$ cat config.mk
export PLATFORM = sky130hd
export DESIGN_NAME = aurora_adc_recv
export DESIGN_NICKNAME = d
export VERILOG_FILES = /design/src/rtl/aurora_adc_recv.sv
export SDC_FILE = /design/constraint.sdc
export NUM_CORES = 1
export LEC_CHECK = 0
export CORE_UTILIZATION = 53
export DETAILED_ROUTE_END_ITERATION = 10
export PLACE_DENSITY = 0.83
export SLEW_MARGIN = 20
export SYNTH_ARGS = -nofsm -noshare
export SYNTH_HDL_FRONTEND = slang
export SYNTH_SLANG_ARGS = --single-unit
$ cat constraint.sdc
create_clock -name clk -period 11.7 [get_ports clk]
set_input_delay 3.51 -clock clk [delete_from_list [all_inputs] [get_ports clk]]
set_output_delay 3.51 -clock clk [all_outputs]
set_load 0.02 [all_outputs]
$ cat src/rtl/aurora_adc_recv.sv
// Aurora RX deframer: checks the start flag and packet framing, then rebuilds
// the 128-bit ADC words and 64-bit heads from the 9-beat block layout.
module aurora_adc_recv #(
    parameter int                 DATA_WD    = 128,
    parameter int                 HEAD_WD    = 64,
    parameter int                 BLK_NUM    = 32,
    parameter logic [DATA_WD-1:0] START_FLAG = 128'hAABBCCDD_AA55FF00_55AA0001_00000002
) (
    input  logic                 clk,
    input  logic                 rst_n,
    input  logic                 cfg_rst,
    input  logic [DATA_WD-1:0]   s_axis_tdata,
    input  logic [DATA_WD/8-1:0] s_axis_tkeep,
    input  logic                 s_axis_tvalid,
    output logic                 s_axis_tready,
    input  logic                 s_axis_tlast,
    input  logic                 s_axis_tuser,
    input  logic                 adc_fifo_afull,
    input  logic                 head_fifo_afull,
    output logic                 adc_wr,
    output logic [DATA_WD-1:0]   adc_dout,
    output logic                 head_wr,
    output logic [HEAD_WD-1:0]   head_dout,
    output logic                 flag_ok,
    output logic [15:0]          pkt_cnt,
    output logic [15:0]          err_cnt,
    output logic [1:0]           dbg_state_o
);
    localparam int BLK_WD = (BLK_NUM > 1) ? $clog2(BLK_NUM) : 1;
    localparam logic [BLK_WD-1:0] BLK_LAST = BLK_WD'(BLK_NUM - 1);

    typedef enum logic [1:0] {
        WAIT_FLAG = 2'd0,
        WAIT_SOP  = 2'd1,
        BODY      = 2'd2
    } state_t;

    state_t               state_q, state_d;
    logic [3:0]           beat_q, beat_d;
    logic [BLK_WD-1:0]    blk_q, blk_d;
    logic [HEAD_WD-1:0]   stash_q, stash_d;
    logic                 flag_q, flag_d;
    logic [15:0]          pkt_q, pkt_d;
    logic [15:0]          err_q, err_d;
    logic                 adc_wr_q, adc_wr_d;
    logic [DATA_WD-1:0]   adc_dout_q, adc_dout_d;
    logic                 head_wr_q, head_wr_d;
    logic [HEAD_WD-1:0]   head_dout_q, head_dout_d;

    logic                 acc;
    logic                 process;
    logic                 err_inc;
    logic                 is_final;
    logic [3:0]           eff_beat;
    logic [BLK_WD-1:0]    eff_blk;
    logic [HEAD_WD-1:0]   lo, hi;

    assign s_axis_tready = ~adc_fifo_afull & ~head_fifo_afull;
    assign acc           = s_axis_tvalid & s_axis_tready;
    assign lo            = s_axis_tdata[HEAD_WD-1:0];
    assign hi            = s_axis_tdata[DATA_WD-1:HEAD_WD];

    always_comb begin
        state_d     = state_q;
        beat_d      = beat_q;
        blk_d       = blk_q;
        stash_d     = stash_q;
        flag_d      = flag_q;
        pkt_d       = pkt_q;
        err_d       = err_q;
        adc_wr_d    = 1'b0;
        adc_dout_d  = adc_dout_q;
        head_wr_d   = 1'b0;
        head_dout_d = head_dout_q;
        process     = 1'b0;
        err_inc     = 1'b0;
        is_final    = 1'b0;
        eff_beat    = beat_q;
        eff_blk     = blk_q;

        case (state_q)
            WAIT_FLAG: begin
                if (acc && s_axis_tdata == START_FLAG) begin
                    flag_d  = 1'b1;
                    state_d = WAIT_SOP;
                end
            end
            WAIT_SOP: begin
                if (acc) begin
                    if (s_axis_tuser) begin
                        process  = 1'b1;
                        eff_beat = 4'd0;
                        eff_blk  = '0;
                    end else begin
                        err_inc = 1'b1;
                    end
                end
            end
            BODY: begin
                if (acc) begin
                    process = 1'b1;
                    // A stray tuser restarts the packet at this beat.
                    if (s_axis_tuser) begin
                        eff_beat = 4'd0;
                        eff_blk  = '0;
                        if (beat_q != 4'd0 || blk_q != '0) begin
                            err_inc = 1'b1;
                        end
                    end
                end
            end
            default: state_d = WAIT_FLAG;
        endcase

        if (process) begin
            is_final = (eff_blk == BLK_LAST) && (eff_beat == 4'd8);
            case (eff_beat)
                4'd0: begin
                    head_dout_d = lo;
                    head_wr_d   = 1'b1;
                    stash_d     = hi;
                end
                4'd1, 4'd2, 4'd3: begin
                    adc_dout_d = {lo, stash_q};
                    adc_wr_d   = 1'b1;
                    stash_d    = hi;
                end
                4'd4: begin
                    adc_dout_d  = {lo, stash_q};
                    adc_wr_d    = 1'b1;
                    head_dout_d = hi;
                    head_wr_d   = 1'b1;
                end
                default: begin
                    adc_dout_d = s_axis_tdata;
                    adc_wr_d   = 1'b1;
                end
            endcase

            if (s_axis_tlast != is_final) begin
                err_inc = 1'b1;
            end

            if (s_axis_tlast || is_final) begin
                state_d = WAIT_SOP;
                beat_d  = 4'd0;
                blk_d   = '0;
                if (s_axis_tlast && is_final) begin
                    pkt_d = pkt_q + 16'd1;
                end
            end else begin
                state_d = BODY;
                if (eff_beat == 4'd8) begin
                    beat_d = 4'd0;
                    blk_d  = eff_blk + 1'b1;
                end else begin
                    beat_d = eff_beat + 4'd1;
                    blk_d  = eff_blk;
                end
            end
        end

        if (err_inc && err_q != 16'hFFFF) begin
            err_d = err_q + 16'd1;
        end

        if (cfg_rst) begin
            state_d     = WAIT_FLAG;
            beat_d      = 4'd0;
            blk_d       = '0;
            stash_d     = '0;
            flag_d      = 1'b0;
            pkt_d       = '0;
            err_d       = '0;
            adc_wr_d    = 1'b0;
            adc_dout_d  = '0;
            head_wr_d   = 1'b0;
            head_dout_d = '0;
        end
    end

    always_ff @(posedge clk or negedge rst_n) begin
        if (!rst_n) begin
            state_q     <= WAIT_FLAG;
            beat_q      <= 4'd0;
            blk_q       <= '0;
            stash_q     <= '0;
            flag_q      <= 1'b0;
            pkt_q       <= '0;
            err_q       <= '0;
            adc_wr_q    <= 1'b0;
            adc_dout_q  <= '0;
            head_wr_q   <= 1'b0;
            head_dout_q <= '0;
        end else begin
            state_q     <= state_d;
            beat_q      <= beat_d;
            blk_q       <= blk_d;
            stash_q     <= stash_d;
            flag_q      <= flag_d;
            pkt_q       <= pkt_d;
            err_q       <= err_d;
            adc_wr_q    <= adc_wr_d;
            adc_dout_q  <= adc_dout_d;
            head_wr_q   <= head_wr_d;
            head_dout_q <= head_dout_d;
        end
    end

    assign adc_wr      = adc_wr_q;
    assign adc_dout    = adc_dout_q;
    assign head_wr     = head_wr_q;
    assign head_dout   = head_dout_q;
    assign flag_ok     = flag_q;
    assign pkt_cnt     = pkt_q;
    assign err_cnt     = err_q;
    assign dbg_state_o = state_q;

    logic unused_keep;
    assign unused_keep = ^s_axis_tkeep;

endmodule

==> run summary, run 1 <==
Combinational Power Share - 7.6%
commonest non-fill, non-tap cells in the layout - clkdlybuf4s50_1 (363), dfrtp_1 (302), mux2i_1 (193)
Hold Fails Final Rpt - 0
clock root cell - clkbuf_16
initial antenna violation count - 2
worst-path cell chain - clkdlybuf4s50_1 > nor2_1 > clkdlybuf4s50_1
CTS tree - built
Peak supply drop - 89.36 µV
Critical Path RT - 8.19 ns
Die Wd - 168.6 µm
CTS buffer count - 31
Worst setup EP type - primary output
Critical Path Max Stage Delay - 0.68 ns
Post-synth EDFFs - 0
worst-case reg-to-reg path depth - 15
most common cell after layout, fill and taps aside - clkdlybuf4s50_1
switching part of the total power - 23.06%
LEAKAGE - 8.733 nW
R2R Setup Slk - 6.88 ns
Slew HR - 19.79%
register area share after synthesis - 51.37%
DRT Wirelength - 44480 µm
Clock power frac - 45.3%
vias in the first global route - 11950
max-slew violations - 0
routability cong. - 0.8818
clk sinks - 302
Worst Path Max Fanout - 3
die height - 168.6 µm
max cap viols - 0
Hold EP - stash_q[54]$_DFFE_PN0P_
Avg Cell Area, Syn - 11.64 µm²
drt pass-1 iters - 5
Switch Pwr - 0.5241 mW
final net count - 1744
Starting Density - 54.28%
largest net degree at the start of global routing - 176
Hold-fix buffers, CTS - 0
crit path from - head_fifo_afull
part of the power in registers - 47.1%
FMAX - 0.1181 GHz
Final Setup Violations - 0
Worst Path Arrival - 4.96 ns
hold path start - stash_q[54]$_DFFE_PN0P_
row count - 60
drt drc - 0
synthesized cell area - 14710 µm²
post_cts resized - 0
Layout area overhead - 32.12%
CTS clk-pin slew, worst paths - 0.06 ns
clock skew - 0.008770 ns
clock tree buffer depth - 3
Yosys top cell by area - dfrtp_1
period utilisation layout - 72.39%
Worst Hold Depth - 2
RR Startpoint - dbg_state_o[0]$_DFFE_PN0P_
outcome - completed
DRT antenna net count - 0
synthesized instance count - 1264
first-pass GRT wire length - 69500 µm
Mapped Nets - 1429
worst-skew pair later-pin latency - 0.55 ns
Yosys cell types - 62
Final Util - 71.72%
Top-Level Pins - 382
synth top area cells - dfrtp_1 (51%), mux2i_1 (13%), o2bb2ai_1 (10%)
Primary FF master, synth - dfrtp_1
R2R Path End - err_cnt[9]$_DFFE_PN0P_
Syn. warnings - 0
Placed Area - 18330 µm²
FFs w/ async S/R, synth - 100.0%
Routed wire per std cell - 22.50 µm
via count - 11860
grt ovf - 0
Synth Register Bits - 302
Fin Setup TNS - 0 ns
fin area - 19440 µm²
DRT iter0 DRCs - 1148
CP most frequent cell - clkdlybuf4s50_1
die area - 28430 µm²
drt via density - 6.001
post-layout minimum cycle time - 8.469 ns
pwr dens - 116.9 nW/µm²
internal power - 1.748 mW
Synth top area share - 51.37%
Worst Hold Class - reg2reg
CTS H-tree lvls - 1
core area - 27100 µm²
Least-Margin Pin Slew - 1.203 ns
Port Buffers - 365
RSZ-0062 raised after global routing - no
Final Hold Slack - 0.4776 ns
global-route usage over all layers - 31.15%
startpoint types - input port
slowest cell on the critical path - clkdlybuf4s50_1
share of layout cells above drive strength 1 - 6.925%
setup bufs post-CTS - 0
CP Class - in2out
DP HPWL - 29130 µm
registers in the layout, indices dropped and copies added (netlist names), 2 cells and up:
register / cells
head_dout: 64
adc_dout: 128
pkt_cnt: 16
stash_q: 64
blk_q: 5
dbg_state_o: 2
beat_q: 4
err_cnt: 16
power by group through the flow:
stage	registers (mW)	clock network, mW	logic [mW]
6_report	1.07	1.03	0.173
5_1_grt	1.07	1.08	0.189
2_1_floorplan	1.09	0	0.0638
3_5_place_dp	1.09	0	0.173
3_3_place_gp	1.09	0	0.169
4_1_cts	1.07	1.04	0.174
worst max-delay path: cells and delay by family:
| family | cells | cell delay (ns) |
|---|---|---|
| and+or+nand+nor | 1 | 0.32 |
| buffers and inverters | 2 | 1.13 |
cell type report:
cell class | instances | area, µm²
flip-flops and latches | 302 | 7557
multi-input cells | 854 | 6509
fillers | 1957 | 7664
inverters | 13 | 48.80
clock inverters | 11 | 130.1
diodes | 2 | 5.005
repair buffers | 377 | 3780
well taps | 372 | 465.4
clock buffers | 46 | 942.2
cells by family after synthesis:
family	synth area share [%]
AO/OA/AOI/OAI	17.26
AND/OR/NAND/NOR	10.94
XOR/XNOR	0.8335
multiplexers	13.82
adder cells (fa/ha/maj)	1.106
flip-flops	51.37
buffers and inverters	4.669
layer usage:
layer  part of all wire [%]  vias up  GRT usage, %  wire length (µm)
li1                       -     5343             -                 -
met1                     42     5990         41.77             18800
met2                     48      459         51.70             21490
met3                    6.7       72         5.798              2982
met4                    2.7        0         9.091              1203
met5                      0        -             0                 0
cell usage after synthesis, types with 5 or more instances:
cell type / instances
dfrtp_1: 302
mux2_1: 6
nor3_1: 11
nor4bb_1: 9
o21ai_0: 70
a21oi_1: 14
clkbuf_1: 38
o2bb2ai_2: 24
inv_1: 13
ha_1: 13
nor2b_1: 10
nand2_1: 155
xnor2_1: 8
mux2i_1: 193
nor4_1: 20
nor4b_1: 5
buf_1: 5
and2_1: 5
buf_12: 13
o31ai_1: 5
nand4_1: 17
nand3_1: 12
nor2_1: 37
buf_2: 36
o2bb2ai_1: 168
xor2_1: 6
or4_1: 7
stage by stage:
stage	worst slack (ns)	cells	total power, mW
final	3.231	1977	2.273
after detailed placement	3.305	1917	1.262
after global routing	3.259	1977	2.342
after CTS	3.285	1974	2.287
after floorplan	4.357	1264	1.151
after global placement	3.305	1917	1.258
worst max path at each step:
| stage | end | cells past startpoint | slack [ns] |
|---|---|---|---|
| 4_1_cts | s_axis_tready | 3 | 3.29 |
| 3_3_place_gp | s_axis_tready | 3 | 3.31 |
| 5_1_grt | s_axis_tready | 3 | 3.26 |
| 2_1_floorplan | s_axis_tready | 1 | 4.36 |
| 3_5_place_dp | s_axis_tready | 3 | 3.31 |
| 6_report | s_axis_tready | 3 | 3.23 |
Power figures use the tool's default switching activity.
==> inputs of run 2 (changes only) <==
--- a/config.mk
+++ b/config.mk
@@ -5,9 +5,9 @@
 export SDC_FILE = /design/constraint.sdc
 export NUM_CORES = 1
 export LEC_CHECK = 0
-export CORE_UTILIZATION = 53
+export CORE_UTILIZATION = 50
 export DETAILED_ROUTE_END_ITERATION = 10
-export PLACE_DENSITY = 0.83
+export PLACE_DENSITY = 0.79
 export SLEW_MARGIN = 20
 export SYNTH_ARGS = -nofsm -noshare
 export SYNTH_HDL_FRONTEND = slang
==> constraint.sdc (replaced) <==
create_clock -name clk -period 8.2 [get_ports clk]
set_input_delay 2.46 -clock clk [delete_from_list [all_inputs] [get_ports clk]]
set_output_delay 2.46 -clock clk [all_outputs]
set_load 0.02 [all_outputs]
==> run summary, run 2 (synthesis gave the netlist of run 1 again) <==
outcome - completed
Clock power frac - 46.1% (+0.8 points)
R2R Setup Slk - 3.55 ns (-3.33 ns)
Die Wd - 173.5 µm (+2.9%)
Hold Fails Final Rpt - 0 (unchanged)
Place WS - 1.473 ns (-1.832 ns)
drt pass-1 iters - 5 (unchanged)
post-layout minimum cycle time - 6.257 ns
max cap viols - 0 (unchanged)
via count - 11700 (-1.4%)
CTS buffer count - 34 (+9.7%)
Starting Density - 50.98% (-3.3 points)
clk sinks - 302 (unchanged)
Fin Setup TNS - 0 ns (unchanged)
Port Buffers - 365 (unchanged)
hold path start - stash_q[58]$_DFFE_PN0P_
routability cong. - 0.8546 (-3.1%)
antenna cells - 0 (-2)
Worst Path Arrival - 6.64 ns (+1.68 ns)
Final Setup Violations - 0 (unchanged)
commonest non-fill, non-tap cells in the layout - clkdlybuf4s50_1 (363), dfrtp_1 (302), mux2i_1 (193)
Slew HR - 27.40% (+7.6 points)
worst-case reg-to-reg path depth - 15 (unchanged)
Worst Hold Depth - 2 (unchanged)
switching part of the total power - 23.27% (+0.21 points)
core area - 28860 µm² (+6.5%)
DP HPWL - 29530 µm (+1.4%)
internal power - 2.531 mW (+45%)
setup bufs post-CTS - 0 (unchanged)
clock skew - 0.02011 ns (+0.01134 ns)
part of the power in registers - 46.3% (-0.8 points)
Peak supply drop - 108.2 µV (+21%)
drt via density - 5.872 (-2.1%)
row count - 62 (+3.3%)
Hold-fix buffers, CTS - 0 (unchanged)
CTS tree - built
worst-path cell chain - clkdlybuf4s50_1 > and4bb_4 > nand2_1 > nand2_1 > ha_1 > nand3b_1 > a21oi_1 > nand2_1 > ha_1 > nand2_1 > nand2_1 > o221ai_2 > nor4_1 > mux2_1
Final Non-Filler Cells - 1992 (+0.76%)
slowest cell on the critical path - o221ai_2
Final Hold Slack - 0.4779 ns (+0.0003500 ns)
Multi-input gate area - 6509 µm² (unchanged)
drt drc - 0 (unchanged)
register area - 7557 µm² (unchanged)
largest net degree at the start of global routing - 174 (-1.1%)
global-route usage over all layers - 29.40% (-1.7 points)
most common cell after layout, fill and taps aside - clkdlybuf4s50_1
Worst Path Max Fanout - 24 (+21)
Final Util - 67.56% (-4.2 points)
worst-skew pair later-pin latency - 0.51 ns (-0.04 ns)
share of layout cells above drive strength 1 - 6.716% (-0.21 points)
Top-Level Pins - 382 (unchanged)
DRT iter0 DRCs - 787 (-31%)
startpoint types - input port
Filler Cell Count - 2239 (+14%)
CP Class - in2reg
Routed wire per std cell - 22.45 µm (-0.22%)
Worst Hold Class - reg2reg
die area - 30110 µm² (+5.9%)
FMAX - 0.1598 GHz
die height - 173.5 µm (+2.9%)
Least-Margin Pin Slew - 1.089 ns (-0.1142 ns)
CTS H-tree lvls - 2 (+1)
R2R Path End - err_cnt[11]$_DFFE_PN0P_
Worst setup EP type - register
Switch Pwr - 0.7676 mW (+46%)
post_cts resized - 0 (unchanged)
Hold EP - stash_q[58]$_DFFE_PN0P_
max reg flops - 128 (unchanged)
worst setup slack after layout - 1.943 ns (-1.287 ns)
period utilisation layout - 76.30%
initial antenna violation count - 1 (-1)
CTS clk-pin slew, worst paths - 0.06 ns (about the same)
grt ovf - 0 (unchanged)
dpl cells - 1933 (+0.83%)
max-slew violations - 0 (unchanged)
RSZ-0062 raised after global routing - no
Critical Path RT - 8.58 ns (+0.39 ns)
final net count - 1750 (+0.34%)
vias in the first global route - 11690 (-2.2%)
clock tree buffer depth - 3 (unchanged)
LEAKAGE - 8.742 nW (+0.11%)
pwr dens - 169.2 nW/µm² (+45%)
Critical Path Max Stage Delay - 0.81 ns (+0.13 ns)
DRT Wirelength - 44720 µm (+0.54%)
RR Startpoint - dbg_state_o[1]$_DFFE_PN0P_
clock root cell - clkbuf_16
Combinational Power Share - 7.6% (about the same)
Layout area overhead - 32.52%
DRT antenna net count - 0 (unchanged)
first-pass GRT wire length - 69370 µm (-0.18%)
CP most frequent cell - nand2_1
==> run 2: power by group through the flow <==
stage               sequential (mW)  clock [mW]  combinational [mW]
CTS                            1.53        1.54               0.251
detailed placement             1.55           0               0.249
global placement               1.55           0               0.246
global route                   1.53        1.61               0.273
floorplan                      1.55           0              0.0910
finish                         1.53        1.52               0.250
==> run 2: worst max path at each step <==
stage                   startpoint                       to  slack, ns  depth (start not counted)
global placement    adc_fifo_afull   err_cnt[5]$_DFFE_PN0P_       1.58                         14
global route        adc_fifo_afull   err_cnt[5]$_DFFE_PN0P_       1.57                         14
floorplan           adc_fifo_afull  err_cnt[10]$_DFFE_PN0P_       2.69                         14
detailed placement  adc_fifo_afull   err_cnt[9]$_DFFE_PN0P_       1.47                         14
CTS                 adc_fifo_afull   err_cnt[9]$_DFFE_PN0P_       1.99                         14
finish              adc_fifo_afull  err_cnt[11]$_DFFE_PN0P_       1.94                         14
==> run 2: layer usage <==
metal | global-route usage [%] | share of wire [%] | vias up
met2 | 46.84 | 47 | 427
met5 | 0 | 0.029 | -
met1 | 40.10 | 43 | 5826
met3 | 5.570 | 6.3 | 85
li1 | - | - | 5358
met4 | 10.80 | 3.6 | 2
==> run 2: critical path, delay by kind of cell <==
| family | cells | cell delay, ns |
|---|---|---|
| AO/OA/AOI/OAI | 2 | 1.20 |
| AND/OR/NAND/NOR | 8 | 1.48 |
| buffers and inverters | 1 | 0.43 |
| adder cells (fa/ha/maj) | 2 | 0.72 |
| multiplexers | 1 | 0.35 |
==> run 2: layout make-up <==
type	instances	area share [%]
clock buffer	51	5.006
clock inverter	8	0.6225
inverter	13	0.2503
multi-input combinational	854	33.38
sequential	302	38.76
tap	384	2.464
timing repair buffer	380	19.51
==> run 2: metrics by stage <==
stage	power, mW	area (µm²)
final	3.299	19500
after floorplan	1.642	14710
after global routing	3.410	19500
after CTS	3.321	19500
after global placement	1.798	18400
after detailed placement	1.803	18400
